File: src/rtl/keypad_scanner.sv
// keypad_scanner: row-scanned key matrix with per-key debounce and a one-deep event slot.
// Define KEYPAD_GHOST_MASK_EN to withhold presses that could be ghosts of three held keys.
module keypad_scanner #(
  parameter int ROWS     = 4,
  parameter int COLS     = 4,
  parameter int SCAN_DIV = 65536,
  parameter int DEBOUNCE = 3
) (
  input  logic                         clk,
  input  logic                         rst,
  output logic [ROWS-1:0]              row_out,
  input  logic [COLS-1:0]              col_in,
  output logic [ROWS*COLS-1:0]         matrix,
  output logic                         ev_valid,
  input  logic                         ev_ready,
  output logic [((ROWS*COLS > 1) ? $clog2(ROWS*COLS) : 1)-1:0] ev_code,
  output logic                         ev_press
);

  localparam int N      = ROWS * COLS;
  localparam int CODE_W = (N > 1) ? $clog2(N) : 1;
  localparam int RW     = (ROWS > 1) ? $clog2(ROWS) : 1;
  localparam int DW     = $clog2(SCAN_DIV);
  localparam int CW     = $clog2(DEBOUNCE + 1);

  logic [RW-1:0]     row_q, row_d;
  logic [DW-1:0]     div_q, div_d;
  logic [N-1:0]      matrix_q, matrix_d;
  logic [CW-1:0]     cnt_q [N];
  logic [CW-1:0]     cnt_d [N];
  logic              ev_valid_q, ev_valid_d;
  logic [CODE_W-1:0] ev_code_q, ev_code_d;
  logic              ev_press_q, ev_press_d;

  logic              sample;
  logic [N-1:0]      elig;
  logic              found;
  logic [CODE_W-1:0] sel;

`ifdef KEYPAD_GHOST_MASK_EN
  logic [N-1:0]      ghost;

  // A press is a possible ghost when the other three corners of some rectangle are held.
  always_comb begin
    ghost = '0;
    for (int k = 0; k < N; k++) begin
      for (int r2 = 0; r2 < ROWS; r2++) begin
        for (int c2 = 0; c2 < COLS; c2++) begin
          if (r2 != k / COLS && c2 != k % COLS &&
              matrix_q[(k / COLS) * COLS + c2] &&
              matrix_q[r2 * COLS + (k % COLS)] &&
              matrix_q[r2 * COLS + c2])
            ghost[k] = 1'b1;
        end
      end
    end
  end
`endif

  always_comb begin
    sample = (div_q == DW'(SCAN_DIV - 1));
    div_d  = sample ? '0 : div_q + DW'(1);
    row_d  = row_q;
    if (sample)
      row_d = (row_q == RW'(ROWS - 1)) ? '0 : row_q + RW'(1);

    cnt_d = cnt_q;
    elig  = '0;
    for (int k = 0; k < N; k++) begin
      if (sample && (k / COLS) == int'(row_q)) begin
        if (col_in[k % COLS] != matrix_q[k]) begin
          cnt_d[k] = (cnt_q[k] == CW'(DEBOUNCE)) ? cnt_q[k] : cnt_q[k] + CW'(1);
          elig[k]  = (cnt_d[k] == CW'(DEBOUNCE));
        end else begin
          cnt_d[k] = '0;
        end
      end
    end

`ifdef KEYPAD_GHOST_MASK_EN
    elig = elig & ~(ghost & ~matrix_q);
`endif

    found = 1'b0;
    sel   = '0;
    for (int k = N - 1; k >= 0; k--) begin
      if (elig[k]) begin
        found = 1'b1;
        sel   = CODE_W'(k);
      end
    end

    matrix_d   = matrix_q;
    ev_valid_d = ev_valid_q;
    ev_code_d  = ev_code_q;
    ev_press_d = ev_press_q;
    if (ev_valid_q && ev_ready)
      ev_valid_d = 1'b0;
    // Losers keep their saturated counter and retry on the next pass of this row.
    if (found && (!ev_valid_q || ev_ready)) begin
      matrix_d[sel] = ~matrix_q[sel];
      cnt_d[sel]    = '0;
      ev_valid_d    = 1'b1;
      ev_code_d     = sel;
      ev_press_d    = ~matrix_q[sel];
    end
  end

  always_ff @(posedge clk) begin
    if (rst) begin
      row_q      <= '0;
      div_q      <= '0;
      matrix_q   <= '0;
      ev_valid_q <= 1'b0;
      ev_code_q  <= '0;
      ev_press_q <= 1'b0;
      for (int k = 0; k < N; k++) cnt_q[k] <= '0;
    end else begin
      row_q      <= row_d;
      div_q      <= div_d;
      matrix_q   <= matrix_d;
      ev_valid_q <= ev_valid_d;
      ev_code_q  <= ev_code_d;
      ev_press_q <= ev_press_d;
      for (int k = 0; k < N; k++) cnt_q[k] <= cnt_d[k];
    end
  end

  always_comb begin
    row_out        = '0;
    row_out[row_q] = 1'b1;
  end

  assign matrix   = matrix_q;
  assign ev_valid = ev_valid_q;
  assign ev_code  = ev_code_q;
  assign ev_press = ev_press_q;

endmodule

File: config.mk
export PLATFORM = sky130hd
export DESIGN_NAME = keypad_scanner
export DESIGN_NICKNAME = d
export VERILOG_FILES = /design/src/rtl/keypad_scanner.sv
export SDC_FILE = /design/constraint.sdc
export NUM_CORES = 1
export LEC_CHECK = 0
export CAP_MARGIN = 30
export CELL_PAD_IN_SITES_DETAIL_PLACEMENT = 1
export CELL_PAD_IN_SITES_GLOBAL_PLACEMENT = 2
export CORE_MARGIN = 1.5
export CORE_UTILIZATION = 38
export DETAILED_ROUTE_END_ITERATION = 7
export HOLD_SLACK_MARGIN = 0.15
export PLACE_DENSITY = 0.86
export SLEW_MARGIN = 5
export SYNTH_ARGS = -nofsm -noshare
export SYNTH_HDL_FRONTEND = slang
export SYNTH_SLANG_ARGS = --single-unit
File: constraint.sdc
create_clock -name clk -period 5.85 [get_ports clk]
set_input_delay 1.17 -clock clk [delete_from_list [all_inputs] [get_ports clk]]
set_output_delay 1.17 -clock clk [all_outputs]
set_load 0.01 [all_outputs]
# Word-level counts from Yosys, hierarchy flattened
# Cells that the tools add are included.
dict set report totals {
  reg_bits 72
  in_bits 7
  out_inout_bits 26
}
dict set report op_classes {
  n_mux 125
  n_reduce_logical 14
  n_bitwise 4
  eq_ne 53
  n_lt_le_gt_ge 6
  add_sub_neg 18
}
# cell n
set ops {}
lappend ops {{two-way mux 2 bit} 50}
lappend ops {{equality test 2 bit, second input constant} 33}
lappend ops {{two-way mux 4 bit} 16}
lappend ops {{two-way mux 1 bit} 53}
lappend ops {{adder 2 x 1 -> 2 bit, second input constant} 17}
lappend ops {{bitwise AND 32 bit} 1}
lappend ops {{two-way mux 32 bit} 1}
lappend ops {{NOT 32 bit} 1}
lappend ops {{adder 16 x 1 -> 16 bit, second input constant} 1}
lappend ops {{bitwise mux 16 bit} 1}
lappend ops {{equality test 16 bit, second input constant} 1}
lappend ops {{!= test 1 bit} 16}
lappend ops {{logical AND 1 bit} 9}
lappend ops {{demux 2 bit (select 4 bit)} 1}
lappend ops {{>= comparator 5 bit, second input constant} 1}
lappend ops {{less-than comparator 4 x 5 -> 1 bit, second input constant} 1}
lappend ops {{less-than comparator 5 x 1 -> 1 bit, second input constant} 1}
lappend ops {{NOT 4 -> 5 bit} 1}
lappend ops {{binary-select mux 1 bit (select 4 bit)} 1}
lappend ops {{demux 1 bit (select 4 bit)} 1}
lappend ops {{equality test 2 bit, first input constant} 2}
lappend ops {{>= comparator 4 x 1 -> 1 bit, second input constant} 1}
lappend ops {{less-than comparator 2 x 3 -> 1 bit, second input constant} 1}
lappend ops {{demux 1 bit (select 2 bit)} 1}
lappend ops {{other kinds (8)} 8}

# Logic depth before layout (Yosys ltp)
# Gate-level depths: netlist of the first run.
dict set report depth {
  ltp_word 29
  mapped_depth 13
}

# Least setup slack after synthesis of the first run
# Ideal clock, no wire load.
dict set report synth_timing {
  path_type {input-to-reg}
  from {in col_in[2]}
  to {reg matrix_q[12] (netlist: matrix[12])}
  required_time_ns 5.715
  slack_ns 2.243
  path_stages 11
  setup_ns 0.135
  t_arrival_ns 3.472
  path_cell_list {buf_4 xor2_1 a22oi_1 o221a_2 a211oi_2 and3b_1 buf_6 mux2i_1 mux2_2 a31oi_4 a211oi_1}
}
dict set report synth_between {
  elab_chain_len 23
}
# item line_no
set synth_lines {}
lappend synth_lines {{start, declared} 12} ;# input logic [COLS-1:0] col_in,
lappend synth_lines {{!= test 1 bit} 71} ;# if (col_in[k % COLS] != matrix_q[k]) begin
lappend synth_lines {{two-way mux 1 bit} 71}
lappend synth_lines {{two-way mux 1 bit} 70} ;# if (sample && (k / COLS) == int'(row_q)) begin
lappend synth_lines {{two-way mux 4 bit (15 in a row)} 87} ;# if (elig[k]) begin
lappend synth_lines {{less-than comparator 4 x 5 -> 1 bit (not written as such) / >= comparator 4 x 1 -> 1 bit (equally long branches)} 101} ;# matrix_d[sel] = ~matrix_q[sel];
lappend synth_lines {{logical AND 1 bit (not written as such)} 101}
lappend synth_lines {{two-way mux 1 bit (not written as such)} 101}
lappend synth_lines {{demux 1 bit (select 4 bit)} 101}
lappend synth_lines {{bitwise mux 16 bit} 101}
lappend synth_lines {{end signal, assigned} 121} ;# matrix_q <= matrix_d;
lappend synth_lines {{end, declared} 28} ;# logic [N-1:0] matrix_q, matrix_d;
# Parallel ways exist; a longest one is shown, timed or not. The select of a mux whose other input is x is not followed.
# A chain may end at the register's enable or synchronous reset.

# Worst setup path after layout of the first run
# Ends and elaborated chain as after synthesis.

==> reports/results.tsv, run 1 <==
metric	value	unit
status	completed	
path_max_fanout	9	
yosysTopAreaCellShare	35.1	%
avgRoutedWirePerCell	19.7	microns
rows	37	
yosysUniqueCellTypes	67	
first_pass_iters	4	
seq_area	0.00144	sq mm
io_buffers	32	
drv_cap	0	
root_buffer	clkbuf_8	
finalClockSkew	0.0113	ns
rsz0062_at_grt	false	
multi_input_area	0.00249	sq mm
detail-route-antenna-nets	0	
fin_crit_sh	74.1	%
critical_path_class	input pin to flop	
drtIter0Drc	177	
fmax	0.231	GHz
avgViaCountPerCell	5.75	
start_util	39.5	%
diodes	0	
dp_slack	1.20	ns
cts_resized	0	
r2r_cells	8	
die_y	107	microns
syn_nets	527	
core	0.0104	sq mm
place_area	0.00450	sq mm
startpoint_type	input pin	
gp_congestion	0.893	
clock-sinks	72	
tightest_slew	1.05	ns
fin_crit	4.34	ns
synthArstFlopShare	0	%
io_pins	33	
totalWireLength	13.3	mm
crit_path_end_kind	flop	
setup_ws	1.51	ns
cp.required	6.06	ns
synth_flop_cell	dfxtp_1	
nets	548	
crit_arrival	4.55	ns
yosys_warnings	0	
gr-usage-all-layers	24.4	%
ctsHoldBuffers	0	
vias	3889	
hpwlAfterDp	9.88	mm
hold_viol	0	
p_per_area	207	mW/mm^2
power_leakage	1.58	nW
cts_tree	done	
min_to	div_q[0]	
cts_buffer_depth	2	
place_inst	661	
setup-tns-final	0	ns
drive_gt1_share	7.22	%
worstSkewPairLatency	0.36	ns
drv_slew	0	
rr_startpoint	div_q[2]	
hold_path_depth	1	
relSlewSlack	29.6	%
syn-cell-area	0.00411	sq mm
post-cts-setup-buffer-count	0	
grt_start_max_net_pins	61	
grt_overflow	0	
mostFrequentLayoutCells	72 x nor2_1, 72 x dfxtp_1, 53 x a21oi_1	
min_from	div_q[0]	
dieArea	0.0115	sq mm
area_growth	14.9	%
fillers	1282	
whs	0.454	ns
hold_class	flop to flop	
syn_area_per_cell	7.98	sq um
vdd_drop_max	0.0839	mV
setup_viol	0	
antenna_found_initial	0	
synth_edf_count	0	
drcViolationCount	0	
synth_area_leader_cell	dfxtp_1	
cts.clk_slew.worst_paths	0.07	ns
rrSetupSlack	2.03	ns
grt_pass1_vias	4045	
yosysSeqAreaShare	35.1	%
htree_levels	3	
die_x	107	microns
finalNonFillerCells	676	
reg2reg_to	matrix[12]	
numCtsBuffers	9	
fin_area	0.00472	sq mm
synthTopCellsByArea	dfxtp_1 35%, nor2_1 6.6%, a21oi_1 6.5%	
grt_pass1_wl	21.6	mm
ys_ff_latch	72	
syn_inst	515	
-- cell families after synthesis --
family | count (synthesis) | synth area share (%)
buffers and inverters | 44 | 4.59
xor gates and xnor gates | 31 | 6.79
muxes | 13 | 3.35
and+or+nand+nor | 218 | 26.6
adders and majority gates | 5 | 1.52
AOI/OAI and AO/OA | 132 | 22.1
DFF | 72 | 35.1
-- stage by stage --
stage | power, W | util [%]
CTS | 0.000984 | 45.4
global route | 0.00101 | 45.4
global placement | 0.000538 | 43.2
detailed placement | 0.000539 | 43.2
floorplan | 0.000526 | -
finish | 0.000980 | 45.4
-- area by class of cell --
type / count / area share [%]
clock buffer: 12 / 3.28
clock inverter: 3 / 1.38
inverter: 20 / 1.59
multi-input combinational: 399 / 52.6
sequential: 72 / 30.5
tap: 136 / 3.60
timing repair buffer: 34 / 6.99
-- Yosys cell counts (2+ instances only) --
library cell	instances
clkbuf_1	13
mux2i_1	10
nand3_1	16
a221o_1	2
inv_1	20
dfxtp_1	72
o21ai_0	20
buf_4	2
nor3b_1	2
a2bb2oi_1	2
nor4_1	17
nor3_1	22
a211oi_1	13
ha_1	5
nor2_1	72
a21oi_1	53
and2_1	4
nand2_1	37
buf_2	7
a211o_1	2
a22o_1	3
nor4b_1	2
a2111oi_0	2
and4_1	4
a31oi_1	2
nand4_1	9
o211ai_1	2
a22oi_1	8
o221a_2	2
o32ai_1	2
xnor2_1	7
or2_2	2
nor2b_1	2
a211oi_2	3
or3_1	2
and3_1	9
xor2_1	23
nand2b_1	10
nand4_2	2
-- layer usage --
metal  wire (microns)  vias to the layer above  part of all wire, %  GRT usage, %
li1                 -                     1906                    -             -
met1             6550                     1884                   49          32.7
met2             5980                       74                   45          39.1
met3              440                       25                  3.3          3.53
met4              349                        0                  2.6          10.1
met5                0                        -                    0             0
-- sequential cells by signal, summed over array words and instances, names as in the netlist --
name and cells:
matrix 16, cnt_q 32, ev_valid 1, row_q 2, div_q 16, ev_code 4, ev_press 1
-- report_power, final --
part	switching (W)	total, W	internal, W	leakage, nW
logic	0.0000244	0.0000344	0.00000994	0.892
registers	0.00000173	0.000493	0.000491	0.580
clock network	0.000192	0.000452	0.000261	0.112
-- how the worst max path moves through the flow --
stage / start / end / slack, ns
global route: col_in[0] / matrix[12] / 1.35
global placement: col_in[2] / matrix[0] / 1.28
finish: col_in[2] / matrix[12] / 1.51
CTS: col_in[2] / matrix[15] / 1.58
floorplan: col_in[2] / matrix[12] / 2.24
detailed placement: col_in[2] / matrix[15] / 1.20
-- worst max-delay path, cell delays in order --
cell and delay, ns:
clkdlybuf4s50_1 0.81, xor2_2 0.28, nand3_1 0.18, a32o_1 0.30
a211oi_2 0.49, and3b_1 0.36, mux2i_1 0.15, mux2_2 0.30
a31oi_4 0.38, a211oi_1 0.13
(Power assumes the default switching activity.)
==> run 2, diff against run 1 <==
--- a/config.mk
+++ b/config.mk
@@ -9,10 +9,10 @@
 export CELL_PAD_IN_SITES_DETAIL_PLACEMENT = 1
 export CELL_PAD_IN_SITES_GLOBAL_PLACEMENT = 2
 export CORE_MARGIN = 1.5
-export CORE_UTILIZATION = 38
+export CORE_UTILIZATION = 35
 export DETAILED_ROUTE_END_ITERATION = 7
 export HOLD_SLACK_MARGIN = 0.15
-export PLACE_DENSITY = 0.86
+export PLACE_DENSITY = 0.8
 export SLEW_MARGIN = 5
 export SYNTH_ARGS = -nofsm -noshare
 export SYNTH_HDL_FRONTEND = slang
==> constraint.sdc (replaced) <==
create_clock -name clk -period 4.35 [get_ports clk]
set_input_delay 0.87 -clock clk [delete_from_list [all_inputs] [get_ports clk]]
set_output_delay 0.87 -clock clk [all_outputs]
set_load 0.01 [all_outputs]
==> reports/results.tsv, run 2 (same netlist as run 1, synthesis figures left out) <==
metric	value	unit	change
grt_pass1_wl	22.4	mm	+3.6%
rows	39		+5.4%
r2r_cells	9		+1
dieArea	0.0124	sq mm	+8.3%
ctsHoldBuffers	0		unchanged
worstSkewPairLatency	0.35	ns	about the same
clock-sinks	72		unchanged
vdd_drop_max	0.199	mV	+140%
p_per_area	288	mW/mm^2	+39%
die_x	111	microns	+4.1%
fmax	0.261	GHz	
setup-tns-final	0	ns	unchanged
power_leakage	1.66	nW	+4.8%
drv_cap	0		unchanged
reg2reg_to	matrix[2]		
die_y	111	microns	+4.1%
fin_crit	3.83	ns	
core	0.0114	sq mm	+9.6%
avgRoutedWirePerCell	19.4	microns	-1.5%
crit_path_end_kind	flop		
crit_buf_inv	1		unchanged
min_from	div_q[0]		
drcViolationCount	0		unchanged
grt_overflow	0		unchanged
area_growth	18.1	%	
place_inst	679		+2.7%
setup_viol	0		unchanged
hpwlAfterDp	10.3	mm	+3.9%
drv_slew	0		unchanged
drtIter0Drc	205		+16%
cts.clk_slew.worst_paths	0.06	ns	about the same
htree_levels	3		unchanged
gr-usage-all-layers	23.1	%	-1.2 points
cpPeakStageDelay	0.69	ns	-0.12 ns
status	completed		
startpoint_type	input pin		
critical_path_class	input pin to flop		
totalWireLength	13.5	mm	+1.3%
cts_buffer_depth	2		unchanged
rr_startpoint	div_q[2]		
detail-route-antenna-nets	0		unchanged
worstPathCellList	clkdlybuf4s50_1, xor2_1, a22oi_1, o221a_2, a211oi_2, and3b_1, mux2i_1, mux2_2, a31oi_4, a211oi_1		
io_pins	33		unchanged
path_max_fanout	9		unchanged
finalNonFillerCells	695		+2.8%
largest_reg_flops	32		unchanged
io_buffers	32		unchanged
grt_pass1_vias	4086		+1.0%
rsz0062_at_grt	false		
cp.required	4.56	ns	-1.50 ns
hold_path_depth	1		unchanged
grt_start_max_net_pins	33		-46%
hold_viol	0		unchanged
antenna_found_initial	0		unchanged
mostFrequentLayoutCells	72 x nor2_1, 72 x dfxtp_1, 53 x a21oi_1		
hold_class	flop to flop		
tightest_slew	0.688	ns	-0.359 ns
diodes	0		unchanged
slowest_stage	clkdlybuf4s50_1		
drive_gt1_share	8.88	%	+1.7 points
cts_tree	done		
first_pass_iters	4		unchanged
min_to	div_q[0]		
root_buffer	clkbuf_16		
finalClockSkew	0.00827	ns	-0.00302 ns
relSlewSlack	53.9	%	+24 points
critical-path-top-delay-family	compound AO/OA/AOI/OAI gates		
start_util	36.0	%	-3.5 points
largest_register	cnt_q		
nets	559		+2.0%
cts_resized	0		unchanged
p_total	0.00140	W	+43%
numCtsBuffers	9		unchanged
fin_crit_sh	88.1	%	
crit_arrival	4.04	ns	-0.51 ns
rrSetupSlack	0.83	ns	-1.20 ns
vias	3998		+2.8%
gp_congestion	0.940		+5.3%
avgViaCountPerCell	5.75		about the same
post-cts-setup-buffer-count	0		unchanged
critical_path.startpoint	col_in[0]		
run 2: changes by cell type in the layout (fill, tap and decap cells not counted):
| cell | delta |
|---|---|
| buf_4 | +11 |
| clkbuf_8 | -10 |
| clkbuf_16 | +9 |
| clkinv_2 | +3 |
| bufinv_16 | -2 |
| clkbuf_1 | +1 |
| nor4b_1 | +1 |
| nor4b_2 | -1 |
run 2: stage by stage:
step | setup WS (ns) | util, % | cell area (sq um) | hold slack [ns]
5_1_grt | 0.296 | 42.5 | 4860 | 0.479
6_report | 0.518 | 42.5 | 4860 | 0.436
2_1_floorplan | 1.04 | - | 4110 | 0.413
4_1_cts | 0.560 | 42.5 | 4860 | 0.447
3_5_place_dp | 0.207 | 40.2 | 4590 | 0.438
3_3_place_gp | 0.272 | 40.2 | 4590 | 0.424
run 2: how the worst max path moves through the flow:
stage / end / slack [ns] / cells past startpoint
after CTS: matrix[2] / 0.56 / 10
after global placement: matrix[0] / 0.27 / 10
final: matrix[3] / 0.52 / 10
after floorplan: matrix[12] / 1.04 / 11
after global routing: matrix[3] / 0.30 / 10
after detailed placement: matrix[0] / 0.21 / 10
run 2: per-layer routing:
layer	share of wire, %	GRT usage, %	vias to the layer above	wire length, microns
met1	48	31.7	1964	6460
met4	2.5	10.3	0	334
li1	-	-	1933	-
met3	4.4	4.46	27	591
met2	45	35.4	74	6100
met5	0	0	-	0
run 2: area by class of cell:
| cell class | instances | area [sq um] |
|---|---|---|
| Clock inverter | 4 | 20.0 |
| Sequential cell | 72 | 1440 |
| Inverter | 20 | 75.1 |
| Timing Repair Buffer | 45 | 413 |
| Clock buffer | 12 | 246 |
| Tap cell | 143 | 179 |
| Fill cell | 1421 | 6560 |
| Multi-Input combinational cell | 399 | 2480 |
run 2: report_power, final:
group	internal, W	total, W	switching [W]
Clock	0.000398	0.000687	0.000290
Combinational	0.0000151	0.0000490	0.0000338
Sequential	0.000662	0.000664	0.00000198
Total	0.00107	0.00140	0.000326
